===== config.mk =====
export PLATFORM = sky130hd
export DESIGN_NAME = issue_credit_ctrl
export DESIGN_NICKNAME = d
export VERILOG_FILES = /design/src/rtl/issue_credit_ctrl.sv
export SDC_FILE = /design/constraint.sdc
export NUM_CORES = 1
export LEC_CHECK = 0
export CAP_MARGIN = 10
export CORE_UTILIZATION = 47
export CTS_CLUSTER_SIZE = 14
export DETAILED_ROUTE_END_ITERATION = 10
export HOLD_SLACK_MARGIN = 0.15
export PLACE_DENSITY = 0.74
export SLEW_MARGIN = 10
export SYNTH_ARGS = -nofsm -noshare
export SYNTH_HDL_FRONTEND = slang
export SYNTH_SLANG_ARGS = --single-unit

===== constraint.sdc =====
create_clock -name clk -period 4.3 [get_ports clk]
set_input_delay 1.075 -clock clk [delete_from_list [all_inputs] [get_ports clk]]
set_output_delay 1.075 -clock clk [all_outputs]
set_load 0.02 [all_outputs]

===== src/rtl/issue_credit_ctrl.sv =====
// In-order N-way issue gate: per-station and ROB free-slot credits decide which decoded
// ways may issue this cycle; any refused valid way raises stop to hold the front end.

module issue_credit_cnt #(
  parameter int DEPTH = 8,
  parameter int W     = 4,
  parameter int RLW   = 2,
  parameter int GW    = 2
) (
  input  logic           clk,
  input  logic           reset,
  input  logic           flush,
  input  logic [GW-1:0]  take,
  input  logic [RLW-1:0] rel,
  output logic [W-1:0]   cred,
  output logic           ovf
);
  // Wide enough for a full counter plus the largest release, so overflow is visible.
  localparam int NW = $clog2(DEPTH + (1 << RLW) + 1);

  logic [NW-1:0] nxt;

  // take never exceeds cred (grant rule), so the subtraction cannot wrap.
  assign nxt = NW'(cred) - NW'(take) + NW'(rel);
  assign ovf = !flush && (nxt > NW'(DEPTH));

  always_ff @(posedge clk or posedge reset) begin
    if (reset)      cred <= W'(DEPTH);
    else if (flush) cred <= W'(DEPTH);
    else if (ovf)   cred <= W'(DEPTH);
    else            cred <= W'(nxt);
  end
endmodule

module issue_credit_ctrl #(
  parameter int ISSUE_WIDTH = 2,
  parameter int NUM_ST      = 3,
  parameter int ST_DEPTH    = 8,
  parameter int ROB_DEPTH   = 16,
  parameter int MAX_REL     = 2,
  localparam int STW = (NUM_ST > 1) ? $clog2(NUM_ST) : 1,
  localparam int CW  = $clog2(ST_DEPTH + 1),
  localparam int RCW = $clog2(ROB_DEPTH + 1),
  localparam int RLW = $clog2(MAX_REL + 1)
) (
  input  logic                       clk,
  input  logic                       reset,
  input  logic                       flush,
  input  logic [ISSUE_WIDTH-1:0]     instr_valid,
  input  logic [ISSUE_WIDTH*STW-1:0] instr_st,
  input  logic [NUM_ST*RLW-1:0]      st_release,
  input  logic [RLW-1:0]             rob_retire,
  output logic [ISSUE_WIDTH-1:0]     issue_grant,
  output logic                       stop,
  output logic [NUM_ST*CW-1:0]       st_credit,
  output logic [RCW-1:0]             rob_credit,
  output logic                       credit_err
);
  localparam int GW = $clog2(ISSUE_WIDTH + 1);

  logic [ISSUE_WIDTH-1:0][STW-1:0] way_st;
  logic [NUM_ST-1:0][RLW-1:0]      rel;
  logic [NUM_ST-1:0][CW-1:0]       st_cred;
  logic [NUM_ST-1:0][GW-1:0]       st_take;
  logic [NUM_ST-1:0]               st_ovf;
  logic [GW-1:0]                   rob_take;
  logic [RCW-1:0]                  rob_cred;
  logic                            rob_ovf;
  logic [ISSUE_WIDTH-1:0]          grant;
  logic                            blocked;
  logic                            room;

  assign way_st     = instr_st;
  assign rel        = st_release;
  assign st_credit  = st_cred;
  assign rob_credit = rob_cred;

  // Walk the ways in order; a refusal blocks every higher way. Out-of-range
  // station indices match no station and so are always refused.
  always_comb begin
    grant    = '0;
    st_take  = '0;
    rob_take = '0;
    blocked  = 1'b0;
    room     = 1'b0;
    for (int i = 0; i < ISSUE_WIDTH; i++) begin
      room = 1'b0;
      for (int s = 0; s < NUM_ST; s++)
        if (32'(way_st[i]) == s && 32'(st_cred[s]) > 32'(st_take[s])) room = 1'b1;
      if (32'(rob_cred) <= 32'(rob_take)) room = 1'b0;
      if (instr_valid[i] && !blocked) begin
        if (room) begin
          grant[i] = 1'b1;
          rob_take = rob_take + 1'b1;
          for (int s = 0; s < NUM_ST; s++)
            if (32'(way_st[i]) == s) st_take[s] = st_take[s] + 1'b1;
        end else begin
          blocked = 1'b1;
        end
      end
    end
    if (reset || flush) grant = '0;
  end

  assign issue_grant = grant;
  assign stop        = (|(instr_valid & ~grant)) && !reset && !flush;

  generate
    for (genvar s = 0; s < NUM_ST; s++) begin : g_st
      issue_credit_cnt #(.DEPTH(ST_DEPTH), .W(CW), .RLW(RLW), .GW(GW)) u_cnt (
        .clk   (clk),
        .reset (reset),
        .flush (flush),
        .take  (st_take[s]),
        .rel   (rel[s]),
        .cred  (st_cred[s]),
        .ovf   (st_ovf[s])
      );
    end
  endgenerate

  issue_credit_cnt #(.DEPTH(ROB_DEPTH), .W(RCW), .RLW(RLW), .GW(GW)) u_rob (
    .clk   (clk),
    .reset (reset),
    .flush (flush),
    .take  (rob_take),
    .rel   (rob_retire),
    .cred  (rob_cred),
    .ovf   (rob_ovf)
  );

  // Sticky until reset; flush deliberately leaves it alone.
  always_ff @(posedge clk or posedge reset) begin
    if (reset)                     credit_err <= 1'b0;
    else if (|st_ovf || rob_ovf)   credit_err <= 1'b1;
  end
endmodule


Yosys cells after proc, flatten, opt, wreduce, memory -nomap -nowiden
Index checks and enable logic that the tools add are counted.

Bits in registers: 18. Bits of input ports: 17. Output and inout port bits: 21. Word-level logic and storage cells: 94.

Add/sub/neg operators: 12. Order comparisons: 12. Eq/ne operators: 4. Mux-type cells: 37. Bitwise logic cells: 2. Reductions and logical operators: 22.

Operator list (count): $mux 4 (6); $mux 5 (4); $mux 1 (19); $logic_and 1x1->1 (13); $add 4x2->4 (3); $gt 4x1->1 const B (3); $gt 4x2->1 (3); $gt 4x4->1 const B (3); $mux 2 (6); $mux 6 (2); $sub 4x2->4 (3); $add 2x1->2 const B (4); $add 5x2->5 (1); $gt 5x5->1 const B (1); $le 5x1->1 const B (1); $le 5x2->1 (1); $sub 5x2->5 (1); $eq 2x1->1 const B (2); $eq 2x2->1 const B (2); $logic_not 2->1 (2); $logic_not 1->1 (3); $reduce_or 3->1 (1); $and 2x2->2 (1); $logic_or 1x1->1 (2); other kinds (2) (2).

Depth between registers and ports, before layout
Depth in word-level cells: 22. Depth in mapped cells: 25. Depth with buffers taken out: 24.

Hierarchy
Synthesis repeated with hierarchy kept, for this count alone.

Cell total of the unflattened synthesis: 208. Area, all modules: 1839.3 µm².

By module, submodules not included: issue_credit_cnt (g_st[0].u_cnt ...) (times used 3, cells an instance 35, area an instance 326.6 µm², seq. area each 101.3 µm²); issue_credit_ctrl (times used 1, cells an instance 62, area an instance 479.2 µm², seq. area each 25.0 µm²); issue_credit_cnt (u_rob) (times used 1, cells an instance 41, area an instance 380.4 µm², seq. area each 126.4 µm²).

Least setup slack after synthesis
Ideal clock, no wire load.

Path kind: input to register. Start: in instr_st[1]. End: reg u_rob.cred[3]. Library setup time: 73 ps. Data arrival time: 5083 ps. Data required time: 4227 ps. Path slack: -855 ps. Cell stages on the path: 23. Path buffers: 1. Cell sequence: nor4b_2 nor4_4 o21ai_2 nor3b_1 ha_1 inv_1 o31a_1 a222oi_1 nor2_1 ha_1 inv_1 o22ai_1 ha_1 inv_1 ha_1 inv_1 fa_1 nand2b_1 a21oi_1 nor3_1 or3_1 clkbuf_1 nor2b_1.

Cells in the longest elaborated chain, start to end: 22. Elaborated cells between the ends (all ways): 41. Classes of those cells: 3 x add/sub; 5 x order compare; 2 x eq/ne; 21 x mux; 10 x reduce/logical.

Ends and longest elaborated chain: start, declared (RTL line 50) `input logic [ISSUE_WIDTH*STW-1:0] instr_st,`; $logic_not 2->1 (RTL line 89, 96); $logic_and 1x1->1 (RTL line 89) `if (32'(way_st[i]) == s && 32'(st_cred[s]) > 32'(st_take[s])) room = 1'b1;`; $mux 1 (3 in series) (RTL line 89); $mux 1 (RTL line 90) `if (32'(rob_cred) <= 32'(rob_take)) room = 1'b0;`; $mux 5 (RTL line 92) `if (room) begin`; $mux 5 (RTL line 91) `if (instr_valid[i] && !blocked) begin`; $gt 4x2->1 (RTL line 89); $logic_and 1x1->1 (RTL line 89); (+4 left out); $mux 2 (RTL line 92); $mux 2 * (RTL line 91); $sub 5x2->5 * (RTL line 24) `assign nxt = NW'(cred) - NW'(take) + NW'(rel);`; $add 5x2->5 * (RTL line 24); $gt 5x5->1 (RTL line 25) `assign ovf = !flush && (nxt > NW'(DEPTH));`; $logic_and 1x1->1 (RTL line 25); $mux 5 * (RTL line 30) `else if (ovf) cred <= W'(DEPTH);`; $mux 5 * (RTL line 29) `else if (flush) cred <= W'(DEPTH);`; end signal, assigned (RTL line 29); end signal, assigned (RTL line 30); end signal, assigned (RTL line 31) `else cred <= W'(nxt);`; end, declared (RTL line 15) `output logic [W-1:0] cred,`.

Every way passes the cells marked *; elsewhere a longest branch is shown, timed or not. A chain may end at the register's enable or synchronous reset.

Worst setup path in the final report
Same ends and word-level chain as after synthesis.

==> tab_implementation.tex <==
\begin{tabular}{lr}
\hline
Metric & Value \\
\hline
\multicolumn{2}{l}{\textbf{Route}} \\
\quad Antenna violation net count after detailed routing & 0 \\
\quad Drt via density & 5.28 \\
\quad Drc violations & 0 \\
\quad DRT iter0 DRCs & 74 \\
\quad Total number of vias & 1,912 \\
\quad Pre-antenna DRT Iters & 4 \\
\quad Sum of routed wire length over all layers & 6220 µm \\
\quad Avg WL per Cell & 17.2 µm \\
\multicolumn{2}{l}{\textbf{Status}} \\
\quad Failing checks & negative setup slack \\
\quad Status & complete, but fails checks \\
\multicolumn{2}{l}{\textbf{Timing}} \\
\quad Clock tree skew after final layout & 0.00782 ns \\
\quad Max Transition Viols Final & 0 \\
\quad Max Clock Freq & 191 MHz \\
\quad Hold Slack & 0.511 ns \\
\quad Setup repair after global routing missed its margin & yes \\
\quad Crit path setup slack, layout & -0.935 ns \\
\quad Relative slew margins & 0.656 \\
\quad Final period utilization & 1.22 \\
\quad Setup-failing EPs final & 20 \\
\quad Crit path time final & 5.23 ns \\
\quad Count of final hold-check violations & 0 \\
\quad Transition time at the pin with the least slew margin & 0.516 ns \\
\multicolumn{2}{l}{\textbf{Layout}} \\
\quad Layout cells sized above 1 & 0.427 \\
\quad Area Growth Syn to Fin & 67.5\% \\
\quad Total of fill cells in the finished design & 200 \\
\quad Final layout net count & 373 \\
\quad Diode insertion count for antenna repair & 0 \\
\quad Final design area excluding fillers & 0.00323 mm² \\
\multicolumn{2}{l}{\textbf{Synth}} \\
\quad Proportion of netlist area held by the largest area contributor & 0.214 \\
\quad Async SR Flop Fraction & 1.00 \\
\quad Per-instance average area after synthesis & 9.18 µm² \\
\quad Share of the synthesized netlist area taken by xor and xnor gates & 0.0364 \\
\quad Post-synthesis share of cell area spent on full adders, half adders and majority gates & 0.297 \\
\quad Number of enable flip-flop cells after synthesis & 0 \\
\quad Most used flip-flop cell after synthesis & sky130\_fd\_sc\_hd\_\_dfrtp\_1 \\
\quad Post-synthesis cell type with the largest combined area & sky130\_fd\_sc\_hd\_\_ha\_1 \\
\quad Synthesized-area fraction occupied by ao, oa, aoi and oai cells & 0.115 \\
\quad Number of different library cells in the post-synthesis netlist & 46 \\
\quad Main combinational cell family by area after synthesis & adder cells \\
\quad Simple-gate share of the synthesized area & 0.189 \\
\quad Mapped Nets & 268 \\
\quad Total of warnings raised by yosys & 0 \\
\quad Post-synthesis mux area share & 0.0227 \\
\quad Netlist Area Pre-Place & 0.00193 mm² \\
\quad Number of cells produced by synthesis & 210 \\
\quad Dominant cells by area after synthesis & sky130\_fd\_sc\_hd\_\_ha\_1 (21\%), sky130\_fd\_sc\_hd\_\_dfrtp\_1 (18\%), sky130\_fd\_sc\_hd\_\_inv\_1 (10\%) \\
\quad Portion of the post-synthesis area used by sequential elements & 0.236 \\
\quad Most common cell in the synthesized netlist & sky130\_fd\_sc\_hd\_\_inv\_1 \\
\quad Top cells by count, synth & sky130\_fd\_sc\_hd\_\_inv\_1 (52), sky130\_fd\_sc\_hd\_\_ha\_1 (33), sky130\_fd\_sc\_hd\_\_dfrtp\_1 (14) \\
\quad Number of storage elements in the synthesis netlist & 18 \\
\multicolumn{2}{l}{\textbf{Clocking}} \\
\quad Clock latency on the worst-skew pair & 0.26 ns \\
\quad TritonCTS clock tree & yes \\
\quad Number of buffers inserted during clock tree synthesis & 3 \\
\quad Number of H-tree levels & 1 \\
\quad Buffers from clock root to sink, at most & 2 \\
\quad Hold buffers post-CTS & 0 \\
\quad Clock tree root buffer cell & sky130\_fd\_sc\_hd\_\_clkbuf\_8 \\
\quad Clock Pin Slew Worst Setup and Hold Paths & 0.07 ns \\
\quad CTS sink count & 18 \\
\multicolumn{2}{l}{\textbf{Power and ir drop}} \\
\quad Power density of the placed cells & 719 mW/mm² \\
\quad Peak supply drop & 0.581 mV \\
\quad Leakage & 1.58 nW \\
\quad Overall power after layout & 2.32 mW \\
\multicolumn{2}{l}{\textbf{Global routing}} \\
\quad Largest net degree at the start of global routing & 19 \\
\quad Wire length of the first global-routing pass & 8730 µm \\
\quad Initial antenna violation count & 0 \\
\quad Number of global-route vias before repair & 1,922 \\
\quad Tot GR Track Use & 0.270 \\
\quad Overflow left after global routing & 0 \\
\multicolumn{2}{l}{\textbf{Setup path}} \\
\quad Data arrival time at the worst-slack endpoint & 5.42 ns \\
\quad Nature of the critical path startpoint & input pin \\
\quad Critical path endpoint category & flop \\
\quad Crit-path cells & buf\_8, and4bb\_1, nor4\_4, o21ai\_4, nor3b\_2, ha\_1, and2b\_2, o21ai\_0, a222oi\_1, buf\_4, nor2\_4, ha\_4, inv\_2, o22ai\_2, ha\_1, inv\_1, ha\_2, inv\_2, fa\_2, nand2b\_4, a21oi\_4, nor3\_2, or3\_4, nor2b\_1 \\
\quad Crit Path Category & input pin to flop \\
\quad CP max stage cell & sky130\_fd\_sc\_hd\_\_a222oi\_1 \\
\quad Worst stage delay on the critical path & 0.43 ns \\
\quad Maximum fanout along the worst path & 5 \\
\quad Required @ worst endpoint & 4.48 ns \\
\multicolumn{2}{l}{\textbf{Place}} \\
\quad Dpl hpwl & 4100 µm \\
\quad Setup slack at placement & -1.64 ns \\
\quad Final weighted congestion of routability-driven global placement & 0.809 \\
\quad Area after DPL & 0.00285 mm² \\
\quad Number of buffers inserted by port buffering & 37 \\
\multicolumn{2}{l}{\textbf{Floorplanning}} \\
\quad IO Pins & 38 \\
\quad Standard-cell row count & 22 \\
\quad Die boundary width & 66.0 µm \\
\quad Placeable core area & 0.00380 mm² \\
\quad Initial core utilization & 0.507 \\
\quad Die footprint & 0.00436 mm² \\
\quad Floorplan die height & 66.0 µm \\
\multicolumn{2}{l}{\textbf{Job}} \\
\quad Max-cap viol count & 0 \\
\multicolumn{2}{l}{\textbf{Hold path}} \\
\quad Hold/Removal Path Class & flop to flop \\
\hline
\end{tabular}
[kinds of logic (layout without fill, tap and decap cells)]
group	after synthesis	in the layout
buffers and inverters	53	157
adders and majority gates	41	41
muxes	4	4
xor gates and xnor gates	8	8
DFF	18	18
and+or+nand+nor	55	55
AOI/OAI and AO/OA	31	31
[through the flow]
stage	TNS, ns	cells	utilization
finish	-12.29	362	0.849
global route	-15.20	362	0.849
CTS	-11.29	359	0.811
detailed placement	-26.42	345	0.751
global placement	-24.11	345	0.751
floorplan	-6.40	210	-
[flip-flops by register name, summed over array words and instances, names as in the netlist]
| name | count |
|---|---|
| credit_err | 1 |
| u_rob.cred | 5 |
| g_st.u_cnt.cred | 12 |
[critical path: cells and delay by family]
kind / cells / cell delay (ns)
adder cells (fa/ha/maj): 5 / 1.27
buffers and inverters: 5 / 0.46
AO/OA/AOI/OAI: 5 / 0.96
AND/OR/NAND/NOR: 9 / 1.64
[timing repair]
action / 4_1_cts / 5_1_grt
buffers inserted: 10 / 5
gates resized for setup: 36 / 28
endpoints found under the setup margin: 20 / 20
pin swaps: 33 / 31
endpoints found under the hold margin: 0 / 0
[placed cells by master, fill, tap and decap left out, types with 3 or more instances in the layout]
cell,instances
sky130_fd_sc_hd__buf_4,60
sky130_fd_sc_hd__and3_1,5
sky130_fd_sc_hd__nor2b_1,4
sky130_fd_sc_hd__ha_4,7
sky130_fd_sc_hd__and2b_2,3
sky130_fd_sc_hd__inv_1,45
sky130_fd_sc_hd__and2_4,3
sky130_fd_sc_hd__a21oi_2,4
sky130_fd_sc_hd__dfrtp_1,14
sky130_fd_sc_hd__fa_1,6
sky130_fd_sc_hd__xnor2_1,3
sky130_fd_sc_hd__dfstp_2,4
sky130_fd_sc_hd__nand3_1,4
sky130_fd_sc_hd__ha_1,25
sky130_fd_sc_hd__clkdlybuf4s50_1,33
sky130_fd_sc_hd__a21o_1,4
sky130_fd_sc_hd__o21ai_0,5
sky130_fd_sc_hd__a21oi_1,3
sky130_fd_sc_hd__inv_2,7
sky130_fd_sc_hd__clkbuf_8,4
sky130_fd_sc_hd__nor2_1,9
sky130_fd_sc_hd__buf_6,5
[layout make-up]
type | count | area, µm² | share of cell area
Multi-Input combinational cell | 139 | 1570 | 0.488
Tap cell | 48 | 60.1 | 0.0186
Inverter | 52 | 195 | 0.0605
Timing Repair Buffer | 101 | 887 | 0.275
Clock buffer | 4 | 55.1 | 0.0171
Sequential cell | 18 | 455 | 0.141
[power by group]
group	leakage [nW]	total, mW	internal (mW)	switching (mW)
clock network	0.0288	0.141	0.0814	0.0591
logic	1.33	1.89	0.966	0.925
registers	0.226	0.288	0.246	0.0412
total	1.58	2.32	1.29	1.03
[layer usage]
metal,vias up,wire (µm),GRT usage
li1,911,-,-
met1,938,2640,0.328
met2,51,3280,0.494
met3,12,197,0.0241
met4,0,102,0.0904
met5,-,0,0
[path summary, 6_finish.rpt]
check,end,from,cells past startpoint,slack [ns]
worst min register to register,credit_err,credit_err,2,0.51
worst max register to register,u_rob.cred[3],g_st[2].u_cnt.cred[3],25,-0.83
max in group asynchronous,u_rob.cred[4],reset,3,2.70
min in group asynchronous,g_st[0].u_cnt.cred[2],reset,3,1.33
worst max-delay path,u_rob.cred[3],instr_st[1],24,-0.93
worst min-delay path,credit_err,credit_err,2,0.51
Note: power is estimated with default switching activity, not from simulation.
